**config.mk**
```make
export PLATFORM = sky130hd
export DESIGN_NAME = pipe_ctrl
export DESIGN_NICKNAME = d
export VERILOG_FILES = /design/src/rtl/pipe_ctrl.sv
export SDC_FILE = /design/constraint.sdc
export NUM_CORES = 1
export LEC_CHECK = 0
export BUFFER_PORTS_ARGS = -buffer_cell sky130_fd_sc_hd__buf_2
export CORE_MARGIN = 2
export CORE_UTILIZATION = 45
export DETAILED_ROUTE_END_ITERATION = 8
export PLACE_DENSITY_LB_ADDON = 0.08
export SLEW_MARGIN = 5
export SYNTH_ARGS = -nofsm -noshare
export SYNTH_HDL_FRONTEND = slang
export SYNTH_SLANG_ARGS = --single-unit
```
**constraint.sdc**
```tcl
create_clock -name clk -period 4.55 [get_ports clk]
set_input_delay 0.455 -clock clk [delete_from_list [all_inputs] [get_ports clk]]
set_output_delay 0.455 -clock clk [all_outputs]
set_load 0.005 [all_outputs]
```
**src/rtl/pipe_ctrl.sv**
```systemverilog
// Pipeline sequencing controller: merges decode/execute stall requests into a
// per-stage stall vector, serialises exception flushes and runs a stall watchdog.
module pipe_ctrl #(
    parameter int unsigned STALL_TIMEOUT = 64,
    parameter logic [31:0] TIMEOUT_VEC   = 32'h0000_0040
) (
    input  logic        clk,
    input  logic        rst,
    input  logic        stallreq_id_i,
    input  logic        stallreq_ex_i,
    input  logic        excp_i,
    input  logic [31:0] excp_pc_i,
    output logic [5:0]  stall_o,
    output logic        flush_o,
    output logic [31:0] new_pc_o,
    output logic [1:0]  state_o,
    output logic        timeout_o,
    output logic [31:0] stall_cycles_o
);

    typedef enum logic [1:0] {
        RUN   = 2'd0,
        STALL = 2'd1,
        FLUSH = 2'd2
    } state_e;

    localparam logic [15:0] WD_LAST   = 16'(STALL_TIMEOUT - 1);
    localparam logic [5:0]  STALL_EX  = 6'b001111;
    localparam logic [5:0]  STALL_ID  = 6'b000111;

    state_e      state_q;
    state_e      state_d;
    logic [15:0] wd_cnt;
    logic        in_flush;
    logic        wd_fire;

    assign in_flush = (state_q == FLUSH);

    // An exception in the firing cycle wins, so the watchdog stays quiet then.
    assign wd_fire = stallreq_ex_i && !excp_i && !in_flush && (wd_cnt == WD_LAST);

    // Stall vector is combinational so a request stalls in the cycle it is raised.
    always_comb begin
        stall_o = 6'b000000;
        if (rst || in_flush || excp_i)
            stall_o = 6'b000000;
        else if (stallreq_ex_i)
            stall_o = STALL_EX;
        else if (stallreq_id_i)
            stall_o = STALL_ID;
    end

    always_ff @(posedge clk) begin
        if (rst)
            state_q <= RUN;
        else
            state_q <= state_d;
    end

    always_comb begin
        state_d = RUN;
        if (excp_i)
            state_d = FLUSH;
        else if (in_flush)
            state_d = RUN;
        else if (wd_fire)
            state_d = FLUSH;
        else if (stallreq_ex_i || stallreq_id_i)
            state_d = STALL;
    end

    always_comb begin
        state_o = state_q;
        flush_o = in_flush;
    end

    always_ff @(posedge clk) begin
        if (rst) begin
            wd_cnt         <= 16'd0;
            new_pc_o       <= 32'h0;
            timeout_o      <= 1'b0;
            stall_cycles_o <= 32'h0;
        end else begin
            if (excp_i || in_flush || !stallreq_ex_i || wd_fire)
                wd_cnt <= 16'd0;
            else
                wd_cnt <= wd_cnt + 16'd1;

            if (excp_i)
                new_pc_o <= excp_pc_i;
            else if (wd_fire)
                new_pc_o <= TIMEOUT_VEC;

            if (wd_fire)
                timeout_o <= 1'b1;

            if ((stall_o != 6'b000000) && (stall_cycles_o != 32'hFFFF_FFFF))
                stall_cycles_o <= stall_cycles_o + 32'd1;
        end
    end

endmodule
```
=== Word-level counts from Yosys, hierarchy flattened ===
Index checks and enable logic that the tools add are counted.

* Register bits after elaboration: 83
* Input port bits: 37
* Output and inout port bits: 74
* Logic and storage cells: 37

* $add $sub $neg: 2
* Equal/unequal tests: 3
* Mux-type cells: 9
* Reduce and logical (&&, ||, !) cells: 17

{| class="wikitable"
|+ Operators with widths
! operator !! count
|-
| $mux 32 || 2
|-
| $add 32x1->32 const B || 1
|-
| $ne 32x32->1 const B || 1
|-
| $add 16x1->16 const B || 1
|-
| $eq 16x6->1 const B || 1
|-
| $mux 4 || 2
|-
| $logic_or 1x1->1 || 6
|-
| $mux 2 || 3
|-
| $reduce_bool 6->1 || 1
|-
| $logic_and 1x1->1 || 4
|-
| $reduce_or 4->1 || 1
|-
| $logic_not 1->1 || 3
|-
| $mux 3 || 1
|-
| $eq 2x2->1 const B || 1
|-
| $reduce_bool 2->1 || 1
|-
| $reduce_or 2->1 || 1
|-
| $mux 1 || 1
|}

=== Logic depth before layout (Yosys ltp) ===
Gate-level depths: netlist (run 1).

* Depth after elaboration: 7
* Depth in mapped cells: 8
* Depth with buffers taken out: 7

=== Worst setup path before layout (run 1) ===
No wires, ideal clock.

* Path type: input to register
* Start: input port excp_i
* End: register stall_cycles_o[28]
* Library setup time: 123 ps
* Arrival time: 2413 ps
* Required time: 4427 ps
* Slack: 2014 ps
* Stages: 6
* Buffers on the path: 2
* Path through: clkbuf_1 -> or4_1 -> or4_1 -> buf_2 -> nor4_2 -> mux2_1

* Longest elaborated chain between the ends: 4

{| class="wikitable"
|+ Ends and longest elaborated chain
! element !! line !! source
|-
| start, declared || 11 || <nowiki>input logic excp_i,</nowiki>
|-
| $logic_or 1x1->1 || 45 || <nowiki>if (rst || in_flush || excp_i)</nowiki>
|-
| $mux 4 || 45 ||
|-
| $reduce_bool 6->1 || 97 || <nowiki>if ((stall_o != 6'b000000) && (stall_cycles_o != 32'hFFFF_FFFF))</nowiki>
|-
| $logic_and 1x1->1 || 97 ||
|-
| end signal, assigned || 98 || <nowiki>stall_cycles_o <= stall_cycles_o + 32'd1;</nowiki>
|-
| end, declared || 18 || <nowiki>output logic [31:0] stall_cycles_o</nowiki>
|}

Every way passes these cells.
A chain may end at the register's enable or synchronous reset.

=== Worst setup path after layout (run 1) ===
* Start: register wd_cnt[13]
* End: register wd_cnt[14]

* Longest elaborated chain between the ends: 4
* Elaborated cells between the ends (all ways): 5
* Classes of those cells: add/sub: 1; eq/ne: 1; reduce/logical: 3

{| class="wikitable"
|+ Ends and longest elaborated chain
! element !! line !! source
|-
| start, declared || 33 || <nowiki>logic [15:0] wd_cnt;</nowiki>
|-
| start signal, assigned || 87 || <nowiki>wd_cnt <= wd_cnt + 16'd1;</nowiki>
|-
| parallel branches: the longest is 4 deep, another holds $add 16x1->16 || -- ||
|}

Several ways; the timed one is not identified.

==> load_flow_metrics.sql, run 1 <==
INSERT INTO impl_metrics (metric_group, metric, value, unit) VALUES
('pwr', 'totalPowerFinal', '0.00148', 'W'),
('sta', 'max_slew_margin', '32.3', '%'),
('clock_network', 'cts-hold-fix-buffers', '0', ''),
('synth', 'post-synth-top-area-fraction', '46.3', '%'),
('placement', 'pre_cts_slack', '1.55', 'ns'),
('synth', 'syn_inst', '435', ''),
('floorplan', 'die_area', '8710', 'um2'),
('pwr', 'power_per_unit_of_standard_cell_area', '338', 'nW/um2'),
('routing', 'route.vias.total', '3483', ''),
('floorplan', 'fp.dieW', '93.3', 'um'),
('synth', 'mappedNetlistArea', '3590', 'um2'),
('setup_path', 'critPathLaunchType', 'flip-flop', ''),
('floorplan', 'num_rows', '32', ''),
('synth', 'register_area_share_after_synthesis', '46.3', '%'),
('layout', 'multi_input_comb_area', '1750', 'um2'),
('layout', 'num-fill-cells', '742', ''),
('clock_network', 'clkTransAtPathRegs', '0.09', 'ns'),
('floorplan', 'core-area', '7730', 'um2'),
('floorplan', 'die_y', '93.3', 'um'),
('routing', 'post_drt_via_cell_ratio', '5.52', ''),
('floorplan', 'floorplan.initialDensity', '46.5', '%'),
('flow_run', 'maxCapViolCount', '0', ''),
('clock_network', 'cts-root-buf', 'sky130_fd_sc_hd__clkbuf_8', ''),
('synth', 'synth.distinct_cells', '42', ''),
('sta', 'min_period_over_period', '63.5', '%'),
('synth', 'ys_seq_elements', '83', ''),
('sta', 'rsz0062_at_grt', 'no', ''),
('routing', 'drtAntennaViolNets', '0', ''),
('setup_path', 'required', '4.77', 'ns'),
('sta', 'setup_viol', '0', ''),
('placement', 'gp_routability_congestion', '0.808', ''),
('sta', 'layout_min_cycle_time', '2.89', 'ns'),
('layout', 'final_stage_net_count', '563', ''),
('routing', 'wl_per_cell', '14.6', 'um'),
('clock_network', 'cts_buffer_depth', '2', ''),
('global_route', 'grt_start_max_net_pins', '72', ''),
('global_route', 'wire_length_of_the_first_global_routing_pass', '15100', 'um'),
('sta', 'clock-skew-final', '0.00696', 'ns'),
('synth', 'synth_warn', '0', ''),
('sta', 'setup_tns_final', '0', 'ns'),
('routing', 'postRouteWirelength', '9190', 'um'),
('layout', 'syn_to_final_growth', '21.9', '%'),
('worst_hold_path', 'holdCritPathClass', 'in -> reg', ''),
('clock_network', 'tritoncts', 'yes', ''),
('floorplan', 'top_level_ports', '111', ''),
('clock_network', 'cts.htree.levels', '3', ''),
('sta', 'final_max_slew_violation_count', '0', ''),
('clock_network', 'post-cts-setup-buffer-count', '0', ''),
('clock_network', 'clkSinkCount', '83', ''),
('sta', 'timing.final.ws_setup', '1.66', 'ns'),
('global_route', 'grt_pass1_vias', '3177', ''),
('setup_path', 'cpMaxStageDelayCell', 'sky130_fd_sc_hd__nand4_1', ''),
('layout', 'register_area', '1660', 'um2'),
('setup_path', 'crit_fanout', '19', ''),
('routing', 'drt_first_pass_iters', '4', ''),
('setup_path', 'setup.worst_path.end_class', 'flip-flop', ''),
('routing', 'drt_iter0_markers', '127', ''),
('global_route', 'grt_remaining_overflow', '0', ''),
('pwr', 'leakagePower', '1.85', 'nW'),
('clock_network', 'cts_made_buffers', '9', ''),
('synth', 'post_synth_main_area_contributors', 'sky130_fd_sc_hd__dfxtp_1, sky130_fd_sc_hd__a21oi_1, sky130_fd_sc_hd__nand3_1, sky130_fd_sc_hd__nand2_1, sky130_fd_sc_hd__nor2_1', ''),
('layout', 'final_layout_size_suffix_gt1_share', '25.1', '%'),
('placement', 'dp_hpwl', '6280', 'um'),
('routing', 'detail_route.drc_violations', '0', ''),
('clock_network', 'insertion_delay', '0.34', 'ns'),
('setup_path', 'worst-endpoint-arrival', '3.11', 'ns'),
('pwr', 'vdd_ir_drop_max', '0.174', 'mV'),
('setup_path', 'timing.critical_path.buf_inv', '0', ''),
('placement', 'port_buffers', '108', ''),
('sta', 'achievable_frequency', '346', 'MHz'),
('run_status', 'outcome', 'finished clean', ''),
('layout', 'antenna_cells', '0', ''),
('sta', 'final-hold-violation-count', '0', ''),
('setup_path', 'criticalPathCategory', 'reg -> reg', ''),
('setup_path', 'max_stage_delay', '0.73', 'ns'),
('setup_path', 'crit_chain', 'or4_1, nor4_1, nand4_1, nand2_1, nor2_1', ''),
('clock_network', 'post_cts.resized_instances', '0', ''),
('synth', 'synth_area_leader_cell', 'sky130_fd_sc_hd__dfxtp_1', ''),
('synth', 'post_synthesis_average_cell_area', '8.25', 'um2'),
('sta', 'worst-slew-pin-transition', '1.01', 'ns'),
('setup_path', 'path_delay_family', 'simple AND/OR/NAND/NOR gates', ''),
('global_route', 'antenna_found_initial', '0', ''),
('global_route', 'grt_util_overall', '21.4', '%'),
('sta', 'fin_hold_ws', '0.346', 'ns');
[Yosys cell counts]
library cell,count
sky130_fd_sc_hd__dfxtp_1,83
sky130_fd_sc_hd__a21oi_1,49
sky130_fd_sc_hd__nand2_1,49
sky130_fd_sc_hd__nand3_1,48
sky130_fd_sc_hd__nor2_1,34
sky130_fd_sc_hd__clkbuf_1,24
sky130_fd_sc_hd__or4_1,16
sky130_fd_sc_hd__nand4_1,13
sky130_fd_sc_hd__and3_1,11
sky130_fd_sc_hd__inv_1,11
sky130_fd_sc_hd__xor2_1,9
sky130_fd_sc_hd__o21ai_0,8
sky130_fd_sc_hd__o31ai_1,8
sky130_fd_sc_hd__or3_1,8
sky130_fd_sc_hd__nor4_1,7
sky130_fd_sc_hd__xnor2_1,7
sky130_fd_sc_hd__nor2b_1,6
sky130_fd_sc_hd__mux2_2,5
sky130_fd_sc_hd__buf_4,4
sky130_fd_sc_hd__buf_1,3
sky130_fd_sc_hd__o211ai_1,3
sky130_fd_sc_hd__o311ai_0,3
sky130_fd_sc_hd__o41ai_1,3
sky130_fd_sc_hd__and2_1,2
sky130_fd_sc_hd__buf_2,2
sky130_fd_sc_hd__ha_1,2
sky130_fd_sc_hd__nor3_1,2
sky130_fd_sc_hd__a211o_1,1
sky130_fd_sc_hd__a221oi_1,1
sky130_fd_sc_hd__a31oi_1,1
sky130_fd_sc_hd__and4_1,1
sky130_fd_sc_hd__conb_1,1
sky130_fd_sc_hd__mux2_1,1
sky130_fd_sc_hd__mux2i_1,1
sky130_fd_sc_hd__nand2b_1,1
sky130_fd_sc_hd__nand4_2,1
sky130_fd_sc_hd__nor3b_1,1
sky130_fd_sc_hd__nor4_2,1
sky130_fd_sc_hd__o2111ai_1,1
sky130_fd_sc_hd__o21a_1,1
sky130_fd_sc_hd__o31a_1,1
sky130_fd_sc_hd__or2_2,1
[per-layer routing]
metal | wire [um] | track usage, % | vias up | share of wire [%]
li1 | - | - | 1716 | -
met1 | 4210 | 28.9 | 1661 | 46
met2 | 4210 | 32.9 | 96 | 46
met3 | 640 | 6.20 | 10 | 7.0
met4 | 130 | 6.74 | 0 | 1.4
met5 | 0 | 0 | - | 0
[worst paths after layout]
| check | start | endpoint | slack (ns) | depth (start not counted) |
|---|---|---|---|---|
| max reg2reg | wd_cnt[13]$_SDFF_PP0_ | wd_cnt[14]$_SDFF_PP0_ | 1.66 | 5 |
| min | excp_pc_i[20] | new_pc_o[20]$_SDFFE_PP0P_ | 0.35 | 3 |
| min reg2reg | wd_cnt[0]$_SDFF_PP0_ | wd_cnt[0]$_SDFF_PP0_ | 0.45 | 1 |
| max | wd_cnt[13]$_SDFF_PP0_ | wd_cnt[14]$_SDFF_PP0_ | 1.66 | 5 |
[kinds of logic (layout without fill, tap and decap cells)]
family / after synthesis / count (layout) / synth area share (%)
fa+ha+maj: 2 / 2 / 0.697
flops: 83 / 83 / 46.3
compound gates: 80 / 80 / 13.1
simple gates: 202 / 202 / 28.7
mux: 7 / 7 / 2.16
xor+xnor: 16 / 16 / 3.90
buf+inv: 44 / 137 / 5.09
other cells: 1 / 2 / 0.104
[tightest hold or removal path, stage by stage]
cell and delay, ns:
sky130_fd_sc_hd__buf_2 0.09, sky130_fd_sc_hd__nand2_1 0.05, sky130_fd_sc_hd__a21oi_1 0.05
[cell type report]
type / count / area share [%]
Tap cell: 102 / 2.92
Timing Repair Buffer: 110 / 12.7
Clock inverter: 6 / 2.57
Clock buffer: 10 / 2.92
Inverter: 11 / 0.944
Sequential cell: 83 / 38.0
Multi-Input combinational cell: 309 / 40.0
[power by group]
group	switching, W	internal (W)	total, W
clock	0.000270	0.000367	0.000637
combinational	0.0000516	0.0000381	0.0000897
sequential	0.00000909	0.000744	0.000753
total	0.000331	0.00115	0.00148
[layout by cell type (no fill, tap or decap), types with 2 or more instances in the layout]
cell                          n
sky130_fd_sc_hd__o21ai_0      8
sky130_fd_sc_hd__nor3_1       2
sky130_fd_sc_hd__o311ai_0     3
sky130_fd_sc_hd__ha_1         2
sky130_fd_sc_hd__and2_1       2
sky130_fd_sc_hd__nand3_1     48
sky130_fd_sc_hd__mux2_2       5
sky130_fd_sc_hd__clkbuf_8     9
sky130_fd_sc_hd__xnor2_1      7
sky130_fd_sc_hd__nand4_1     13
sky130_fd_sc_hd__o41ai_1      3
sky130_fd_sc_hd__buf_2      108
sky130_fd_sc_hd__and3_1      11
sky130_fd_sc_hd__a21oi_1     49
sky130_fd_sc_hd__xor2_1       9
sky130_fd_sc_hd__dfxtp_1     83
sky130_fd_sc_hd__inv_1       11
sky130_fd_sc_hd__nor4_1       7
sky130_fd_sc_hd__nor2_1      34
sky130_fd_sc_hd__or4_1       16
sky130_fd_sc_hd__nor2b_1      6
sky130_fd_sc_hd__conb_1       2
sky130_fd_sc_hd__o211ai_1     3
sky130_fd_sc_hd__o31ai_1      8
sky130_fd_sc_hd__buf_4        2
sky130_fd_sc_hd__or3_1        8
sky130_fd_sc_hd__nand2_1     49
sky130_fd_sc_hd__bufinv_16    3
[through the flow]
stage | instance area (um2) | instances | utilization [%]
2_1_floorplan | 3590 | 436 | -
3_3_place_gp | 4140 | 615 | 53.5
3_5_place_dp | 4140 | 615 | 53.5
4_1_cts | 4380 | 631 | 56.6
5_1_grt | 4380 | 631 | 56.6
6_report | 4380 | 631 | 56.6
[flip-flops by register name, summed over array words and instances, names as in the netlist]
| name | count |
|---|---|
| new_pc_o | 32 |
| stall_cycles_o | 32 |
| wd_cnt | 16 |
| state_o | 2 |
| timeout_o | 1 |
Note: power is estimated with default switching activity, not from simulation.
==> run 2, diff against run 1 <==
- ABC_AREA: unset -> 1
- clock period: 4.55 -> 2.9 ns (I/O delays scaled with it)
==> load_flow_metrics.sql, run 2 <==
INSERT INTO impl_metrics (metric_group, metric, value, unit) VALUES
('placement', 'port_buffers', '108', ''),
('synth', 'synth_warn', '0', ''),
('pwr', 'combinationalPowerShare', '7.6', '%'),
('setup_path', 'criticalPathCategory', 'reg -> reg', ''),
('clock_network', 'cts-hold-fix-buffers', '0', ''),
('setup_path', 'crit_fanout', '36', ''),
('sta', 'rsz0062_at_grt', 'no', ''),
('clock_network', 'cts.htree.levels', '3', ''),
('synth', 'register_area_share_after_synthesis', '40.1', '%'),
('placement', 'gp_routability_congestion', '0.874', ''),
('layout', 'biggestRegsByFlops', 'new_pc_o: 32 flops, stall_cycles_o: 32 flops, wd_cnt: 16 flops', ''),
('setup_path', 'required', '3.14', 'ns'),
('global_route', 'grt_start_max_net_pins', '37', ''),
('synth', 'synth_edf_count', '0', ''),
('synth', 'post_synthesis_average_cell_area', '6.96', 'um2'),
('clock_network', 'cts_made_buffers', '9', ''),
('global_route', 'grt_remaining_overflow', '0', ''),
('routing', 'drtAntennaViolNets', '0', ''),
('layout', 'final_stage_net_count', '732', ''),
('floorplan', 'core-area', '8810', 'um2'),
('pwr', 'power_switching_share', '25.8', '%'),
('floorplan', 'num_rows', '34', ''),
('floorplan', 'fp.dieW', '99.9', 'um'),
('sta', 'min_period_over_period', '65.1', '%'),
('worst_hold_path', 'holdCritPathClass', 'in -> reg', ''),
('synth', 'post-synth-top-area-fraction', '40.1', '%'),
('setup_path', 'reg2reg_slack', '1.01', 'ns'),
('layout', 'antenna_cells', '0', ''),
('flow_run', 'maxCapViolCount', '0', ''),
('clock_network', 'clkTransAtPathRegs', '0.09', 'ns'),
('clock_network', 'cts-root-buf', 'sky130_fd_sc_hd__clkbuf_8', ''),
('layout', 'mostFrequentLayoutCell', 'sky130_fd_sc_hd__nand2_1', ''),
('pwr', 'clock_power_share', '35.6', '%'),
('synth', 'post-synth-top-count-cell', 'sky130_fd_sc_hd__nand2_1', ''),
('routing', 'route.vias.total', '4048', ''),
('clock_network', 'insertion_delay', '0.35', 'ns'),
('routing', 'detail_route.drc_violations', '0', ''),
('clock_network', 'cts_buffer_depth', '2', ''),
('sta', 'max_slew_margin', '58.0', '%'),
('floorplan', 'die_y', '99.9', 'um'),
('layout', 'num-fill-cells', '905', ''),
('sta', 'final-hold-violation-count', '0', ''),
('sta', 'final_max_slew_violation_count', '0', ''),
('synth', 'ys_seq_elements', '83', ''),
('global_route', 'antenna_found_initial', '1', ''),
('routing', 'drt_iter0_markers', '143', ''),
('pwr', 'leakagePower', '2.16', 'nW'),
('sta', 'achievable_frequency', '530', 'MHz'),
('floorplan', 'floorplan.initialDensity', '47.0', '%'),
('layout', 'final_cell_mix', 'sky130_fd_sc_hd__nand2_1, sky130_fd_sc_hd__buf_2, sky130_fd_sc_hd__nor2_1', ''),
('sta', 'setup_tns_final', '0', 'ns'),
('clock_network', 'post-cts-setup-buffer-count', '0', ''),
('placement', 'dp_hpwl', '7450', 'um'),
('routing', 'drt_first_pass_iters', '5', ''),
('setup_path', 'critPathLaunchType', 'flip-flop', ''),
('global_route', 'grt_util_overall', '21.1', '%'),
('pwr', 'switching_power', '0.000537', 'W'),
('routing', 'wl_per_cell', '12.5', 'um'),
('sta', 'layout_min_cycle_time', '1.89', 'ns'),
('pwr', 'power_per_unit_of_standard_cell_area', '429', 'nW/um2'),
('global_route', 'wire_length_of_the_first_global_routing_pass', '17200', 'um'),
('floorplan', 'die_area', '9980', 'um2'),
('sta', 'clock-skew-final', '0.00734', 'ns'),
('sta', 'worst-slew-pin-transition', '0.630', 'ns'),
('pwr', 'cellInternalPower', '0.00155', 'W'),
('layout', 'final_layout_size_suffix_gt1_share', '23.5', '%'),
('synth', 'synth_area_leader_cell', 'sky130_fd_sc_hd__dfxtp_1', ''),
('routing', 'postRouteWirelength', '10100', 'um'),
('synth', 'syn_inst', '595', ''),
('synth', 'post_synth_main_area_contributors', 'sky130_fd_sc_hd__dfxtp_1, sky130_fd_sc_hd__nand2_1, sky130_fd_sc_hd__nor2_1, sky130_fd_sc_hd__a21oi_1, sky130_fd_sc_hd__nand3_1', ''),
('run_status', 'outcome', 'finished clean', ''),
('clock_network', 'post_cts.resized_instances', '0', ''),
('synth', 'ys_async_sr_fraction', '0', '%'),
('floorplan', 'top_level_ports', '111', ''),
('clock_network', 'clkSinkCount', '83', ''),
('layout', 'syn_to_final_growth', '17.2', '%'),
('global_route', 'grt_pass1_vias', '3720', ''),
('clock_network', 'tritoncts', 'yes', ''),
('synth', 'synth.distinct_cells', '32', ''),
('routing', 'post_drt_via_cell_ratio', '5.02', ''),
('setup_path', 'setup.worst_path.end_class', 'flip-flop', ''),
('sta', 'setup_viol', '0', ''),
('synth', 'ys.flop_type', 'sky130_fd_sc_hd__dfxtp_1', ''),
('pwr', 'vdd_ir_drop_max', '0.222', 'mV'),
('pwr', 'sequentialPowerShare', '56.8', '%'),
('synth', 'mappedNetlistArea', '4140', 'um2'),
('pwr', 'totalPowerFinal', '0.00208', 'W'),
('synth', 'post_synth_most_frequent_cells', 'sky130_fd_sc_hd__nand2_1, sky130_fd_sc_hd__nor2_1, sky130_fd_sc_hd__dfxtp_1', ''),
('setup_path', 'worst-endpoint-arrival', '2.12', 'ns');
[run 2: cell types whose count changed after synthesis, moves of 8 or more]
cell,delta
sky130_fd_sc_hd__a21oi_1,+13
sky130_fd_sc_hd__nor2_1,+50
sky130_fd_sc_hd__or3_1,-8
sky130_fd_sc_hd__nand2_1,+97
sky130_fd_sc_hd__or4_1,-16
sky130_fd_sc_hd__nor3_1,+9
sky130_fd_sc_hd__clkbuf_1,-14
sky130_fd_sc_hd__and3_1,-11
sky130_fd_sc_hd__inv_1,+38
sky130_fd_sc_hd__o31ai_1,-8
sky130_fd_sc_hd__nand3_1,+13
[run 2: final timing paths]
path	from	to	cells past startpoint
max	wd_cnt[0]$_SDFF_PP0_	wd_cnt[2]$_SDFF_PP0_	7
min	excp_pc_i[3]	new_pc_o[3]$_SDFFE_PP0P_	3
max reg2reg	wd_cnt[0]$_SDFF_PP0_	wd_cnt[2]$_SDFF_PP0_	7
min reg2reg	wd_cnt[0]$_SDFF_PP0_	wd_cnt[0]$_SDFF_PP0_	1
[run 2: cell type report]
cell class / count / area, um2 / area share [%]
Clock buffer: 10 / 128 / 2.63
Clock inverter: 6 / 41.3 / 0.851
Inverter: 56 / 210 / 4.33
Multi-Input combinational cell: 431 / 2100 / 43.4
Sequential cell: 83 / 1660 / 34.3
Tap cell: 108 / 135 / 2.79
Timing Repair Buffer: 112 / 571 / 11.8
[run 2: cells by family after synthesis]
logic type	share of synthesized area [%]
DFF	40.1
adders and majority gates	0.604
buffers and inverters	9.10
and+or+nand+nor	39.6
AOI/OAI and AO/OA	8.95
other	0.0906
xor gates and xnor gates	1.48
[run 2: per-layer routing]
layer	track usage (%)	up-vias	share of wire (%)
met2	32.6	91	45
met5	0	-	0.16
met3	4.25	6	5.9
met4	8.11	2	0.77
li1	-	2107	-
met1	29.3	1842	48
[run 2: through the flow]
step	utilization (%)	hold WS, ns	area (um2)	instances	setup WS [ns]
3_3_place_gp	53.2	0.438	4680	790	0.988
5_1_grt	55.1	0.169	4850	806	0.801
4_1_cts	55.1	0.162	4850	806	0.960
6_report	55.1	0.179	4850	806	1.01
2_1_floorplan	-	0.417	4140	596	1.37
3_5_place_dp	53.2	0.441	4680	790	0.915
[run 2: power by group through the flow]
stage                     Sequential [W]  Clock (W)  Combinational (W)
after global placement           0.00121          0           0.000158
after CTS                        0.00118   0.000770           0.000161
after floorplan                  0.00121          0          0.0000886
after detailed placement         0.00121          0           0.000161
final                            0.00118   0.000743           0.000158
after global routing             0.00119   0.000816           0.000180
[run 2: worst max-delay path: stages (launching register included)]
cell and delay (ns):
sky130_fd_sc_hd__dfxtp_1 0.36, sky130_fd_sc_hd__ha_1 0.19, sky130_fd_sc_hd__nand2_2 0.09, sky130_fd_sc_hd__nor2_4 0.14
sky130_fd_sc_hd__nor3b_2 0.24, sky130_fd_sc_hd__nand3_4 0.37, sky130_fd_sc_hd__nand3_4 0.31, sky130_fd_sc_hd__nor3_1 0.08
==> run 3, diff against run 2 <==
- ABC_AREA: 1 -> 0
- clock period: 2.9 -> 1.6 ns (I/O delays scaled with it)
==> load_flow_metrics.sql, run 3 (same netlist as run 1, synthesis figures left out) <==
INSERT INTO impl_metrics (metric_group, metric, value, unit) VALUES
('layout', 'mostFrequentLayoutCell', 'sky130_fd_sc_hd__buf_2', ''),
('clock_network', 'cts.htree.levels', '3', ''),
('layout', 'antenna_cells', '0', ''),
('sta', 'final_max_slew_violation_count', '0', ''),
('layout', 'layoutNonFillerInstCount', '741', ''),
('layout', 'final_cell_mix', 'sky130_fd_sc_hd__buf_2, sky130_fd_sc_hd__buf_4, sky130_fd_sc_hd__dfxtp_1', ''),
('sta', 'clock-skew-final', '0.0112', 'ns'),
('clock_network', 'cts_buffer_depth', '2', ''),
('global_route', 'wire_length_of_the_first_global_routing_pass', '17900', 'um'),
('layout', 'biggestRegsByFlops', 'new_pc_o: 32 flops, stall_cycles_o: 32 flops, wd_cnt: 16 flops', ''),
('global_route', 'grt_start_max_net_pins', '71', ''),
('setup_path', 'criticalPathCategory', 'reg -> reg', ''),
('worst_hold_path', 'worstHoldEndpoint', 'new_pc_o[3]$_SDFFE_PP0P_', ''),
('floorplan', 'num_rows', '32', ''),
('setup_path', 'critPathMostFrequentCell', 'sky130_fd_sc_hd__or4_4', ''),
('clock_network', 'tritoncts', 'yes', ''),
('sta', 'worst-slew-pin-transition', '0.760', 'ns'),
('global_route', 'grt_remaining_overflow', '0', ''),
('setup_path', 'critPathLaunchType', 'flip-flop', ''),
('pwr', 'power_per_unit_of_standard_cell_area', '655', 'nW/um2'),
('pwr', 'leakagePower', '2.55', 'nW'),
('layout', 'layout.cell_area.non_filler', '5950', 'um2'),
('clock_network', 'cts-root-buf', 'sky130_fd_sc_hd__clkbuf_8', ''),
('placement', 'post_dp_cell_area', '5040', 'um2'),
('routing', 'detail_route.drc_violations', '0', ''),
('run_status', 'outcome', 'finished, violations left', ''),
('sta', 'min_period_over_period', '141', '%'),
('setup_path', 'reg2reg_slack', '-0.65', 'ns'),
('routing', 'drt_iter0_markers', '129', ''),
('routing', 'drtAntennaViolNets', '0', ''),
('clock_network', 'clkSinkCount', '83', ''),
('layout', 'final_stage_net_count', '673', ''),
('floorplan', 'die_y', '93.3', 'um'),
('worst_hold_path', 'holdCritPathClass', 'in -> reg', ''),
('placement', 'dp_hpwl', '7310', 'um'),
('global_route', 'grt_util_overall', '26.1', '%'),
('routing', 'drt_first_pass_iters', '5', ''),
('layout', 'finish.utilization', '77.0', '%'),
('setup_path', 'setup.worst_path.end_class', 'flip-flop', ''),
('placement', 'pre_cts_slack', '-0.705', 'ns'),
('setup_path', 'crit-reg2reg-launch', 'stall_cycles_o[17]$_SDFFE_PP0P_', ''),
('floorplan', 'core-area', '7730', 'um2'),
('clock_network', 'cts_made_buffers', '9', ''),
('floorplan', 'fp.dieW', '93.3', 'um'),
('flow_run', 'maxCapViolCount', '0', ''),
('clock_network', 'clkTransAtPathRegs', '0.09', 'ns'),
('sta', 'achievable_frequency', '444', 'MHz'),
('routing', 'postRouteWirelength', '11800', 'um'),
('setup_path', 'cpMaxStageDelayCell', 'sky130_fd_sc_hd__or4_4', ''),
('placement', 'numPlacedInstances', '698', ''),
('placement', 'port_buffers', '108', ''),
('worst_hold_path', 'worstHoldStart', 'excp_pc_i[3]', ''),
('placement', 'gp_routability_congestion', '0.842', ''),
('layout', 'syn_to_final_growth', '65.8', '%'),
('pwr', 'vdd_ir_drop_max', '0.441', 'mV'),
('sta', 'timing.final.ws_setup', '-0.654', 'ns'),
('clock_network', 'insertion_delay', '0.36', 'ns'),
('routing', 'post_drt_via_cell_ratio', '5.45', ''),
('run_status', 'violated_checks', 'setup timing', ''),
('global_route', 'antenna_found_initial', '0', ''),
('setup_path', 'total_number_of_cells_along_the_worst_setup_path', '6', ''),
('setup_path', 'required', '1.89', 'ns'),
('sta', 'final-hold-violation-count', '0', ''),
('setup_path', 'max_stage_delay', '0.56', 'ns'),
('setup_path', 'worst-endpoint-arrival', '2.54', 'ns'),
('floorplan', 'floorplan.initialDensity', '46.5', '%'),
('layout', 'final_layout_size_suffix_gt1_share', '53.2', '%'),
('setup_path', 'path_delay_family', 'simple AND/OR/NAND/NOR gates', ''),
('sta', 'setup_viol', '86', ''),
('setup_path', 'crit_chain', 'nand4_1, or4_4, or4_4, buf_6, or3_4, a21oi_2', ''),
('routing', 'wl_per_cell', '16.0', 'um'),
('floorplan', 'die_area', '8710', 'um2'),
('clock_network', 'cts-hold-fix-buffers', '0', ''),
('setup_path', 'crit_fanout', '6', ''),
('sta', 'setup_tns_final', '-28.64', 'ns'),
('setup_path', 'timing.critical_path.buf_inv', '1', ''),
('sta', 'rsz0062_at_grt', 'yes', ''),
('sta', 'layout_min_cycle_time', '2.25', 'ns'),
('setup_path', 'rr_endpoint', 'stall_cycles_o[22]$_SDFFE_PP0P_', ''),
('routing', 'route.vias.total', '4035', ''),
('setup_path', 'worst_r2r_path_depth', '6', ''),
('floorplan', 'top_level_ports', '111', ''),
('worst_hold_path', 'min_delay_path_depth', '3', ''),
('sta', 'max_slew_margin', '49.3', '%'),
('global_route', 'grt_pass1_vias', '3802', '');
[run 3: cell count changes in the layout (fill, tap and decap cells not counted), sizes merged, moves of 6 or more]
cell and change:
a21oi -13, nor3 -10, or4 +16, mux2 +6
nand2 -103, nor4 +7, nor2 -63, and3 +11
or3 +8, o31ai +8, inv -45, nand3 -21
buf +106, nor2b +6
[run 3: area by class of cell]
class	instances	area (um2)
Inverter	11	53.8
Clock buffer	10	128
Sequential cell	83	1680
Multi-Input combinational cell	310	2270
Clock inverter	6	42.5
Tap cell	102	128
Fill cell	568	1780
Timing Repair Buffer	219	1640
[run 3: worst max path at each step]
| stage | slack, ns | to | start |
|---|---|---|---|
| detailed placement | -0.71 | stall_cycles_o[20]$_SDFFE_PP0P_ | stall_cycles_o[6]$_SDFFE_PP0P_ |
| CTS | -0.65 | stall_cycles_o[20]$_SDFFE_PP0P_ | stall_cycles_o[11]$_SDFFE_PP0P_ |
| floorplan | -0.72 | stall_cycles_o[28]$_SDFFE_PP0P_ | stall_cycles_o[8]$_SDFFE_PP0P_ |
| finish | -0.65 | stall_cycles_o[22]$_SDFFE_PP0P_ | stall_cycles_o[17]$_SDFFE_PP0P_ |
| global placement | -0.66 | stall_cycles_o[26]$_SDFFE_PP0P_ | stall_cycles_o[6]$_SDFFE_PP0P_ |
| global route | -0.70 | stall_cycles_o[22]$_SDFFE_PP0P_ | stall_cycles_o[17]$_SDFFE_PP0P_ |
[run 3: layer usage]
layer  track usage, %  part of all wire (%)  up-vias
li1                 -                     -     1949
met1             31.3                    41     1959
met2             46.8                    53      106
met3             4.43                   3.6       21
met4             8.95                   2.0        0
met5                0                     0        -
[run 3: per-stage QoR]
stage               hold WS [ns]  total power (W)
finish                    0.0413          0.00390
global route              0.0423          0.00404
CTS                       0.0403          0.00387
detailed placement         0.418          0.00252
global placement           0.414          0.00250
floorplan                  0.309          0.00236
[run 3: where the power goes]
part	internal, W	switching (W)
logic	0.000182	0.000193
clock network	0.000565	0.000810
registers	0.00212	0.0000355
[run 3: worst min-delay path, cell delays in order]
cell                      delay, ns
sky130_fd_sc_hd__buf_2         0.09
sky130_fd_sc_hd__nand2_1       0.05
sky130_fd_sc_hd__a21oi_1       0.05
[run 3: repair_timing]
action / CTS / global route
gates resized for setup: 50 / 42
pin swaps: 17 / 11
gates cloned: 6 / 1
endpoints found under the setup margin: 86 / 87
setup buffers: 16 / 9
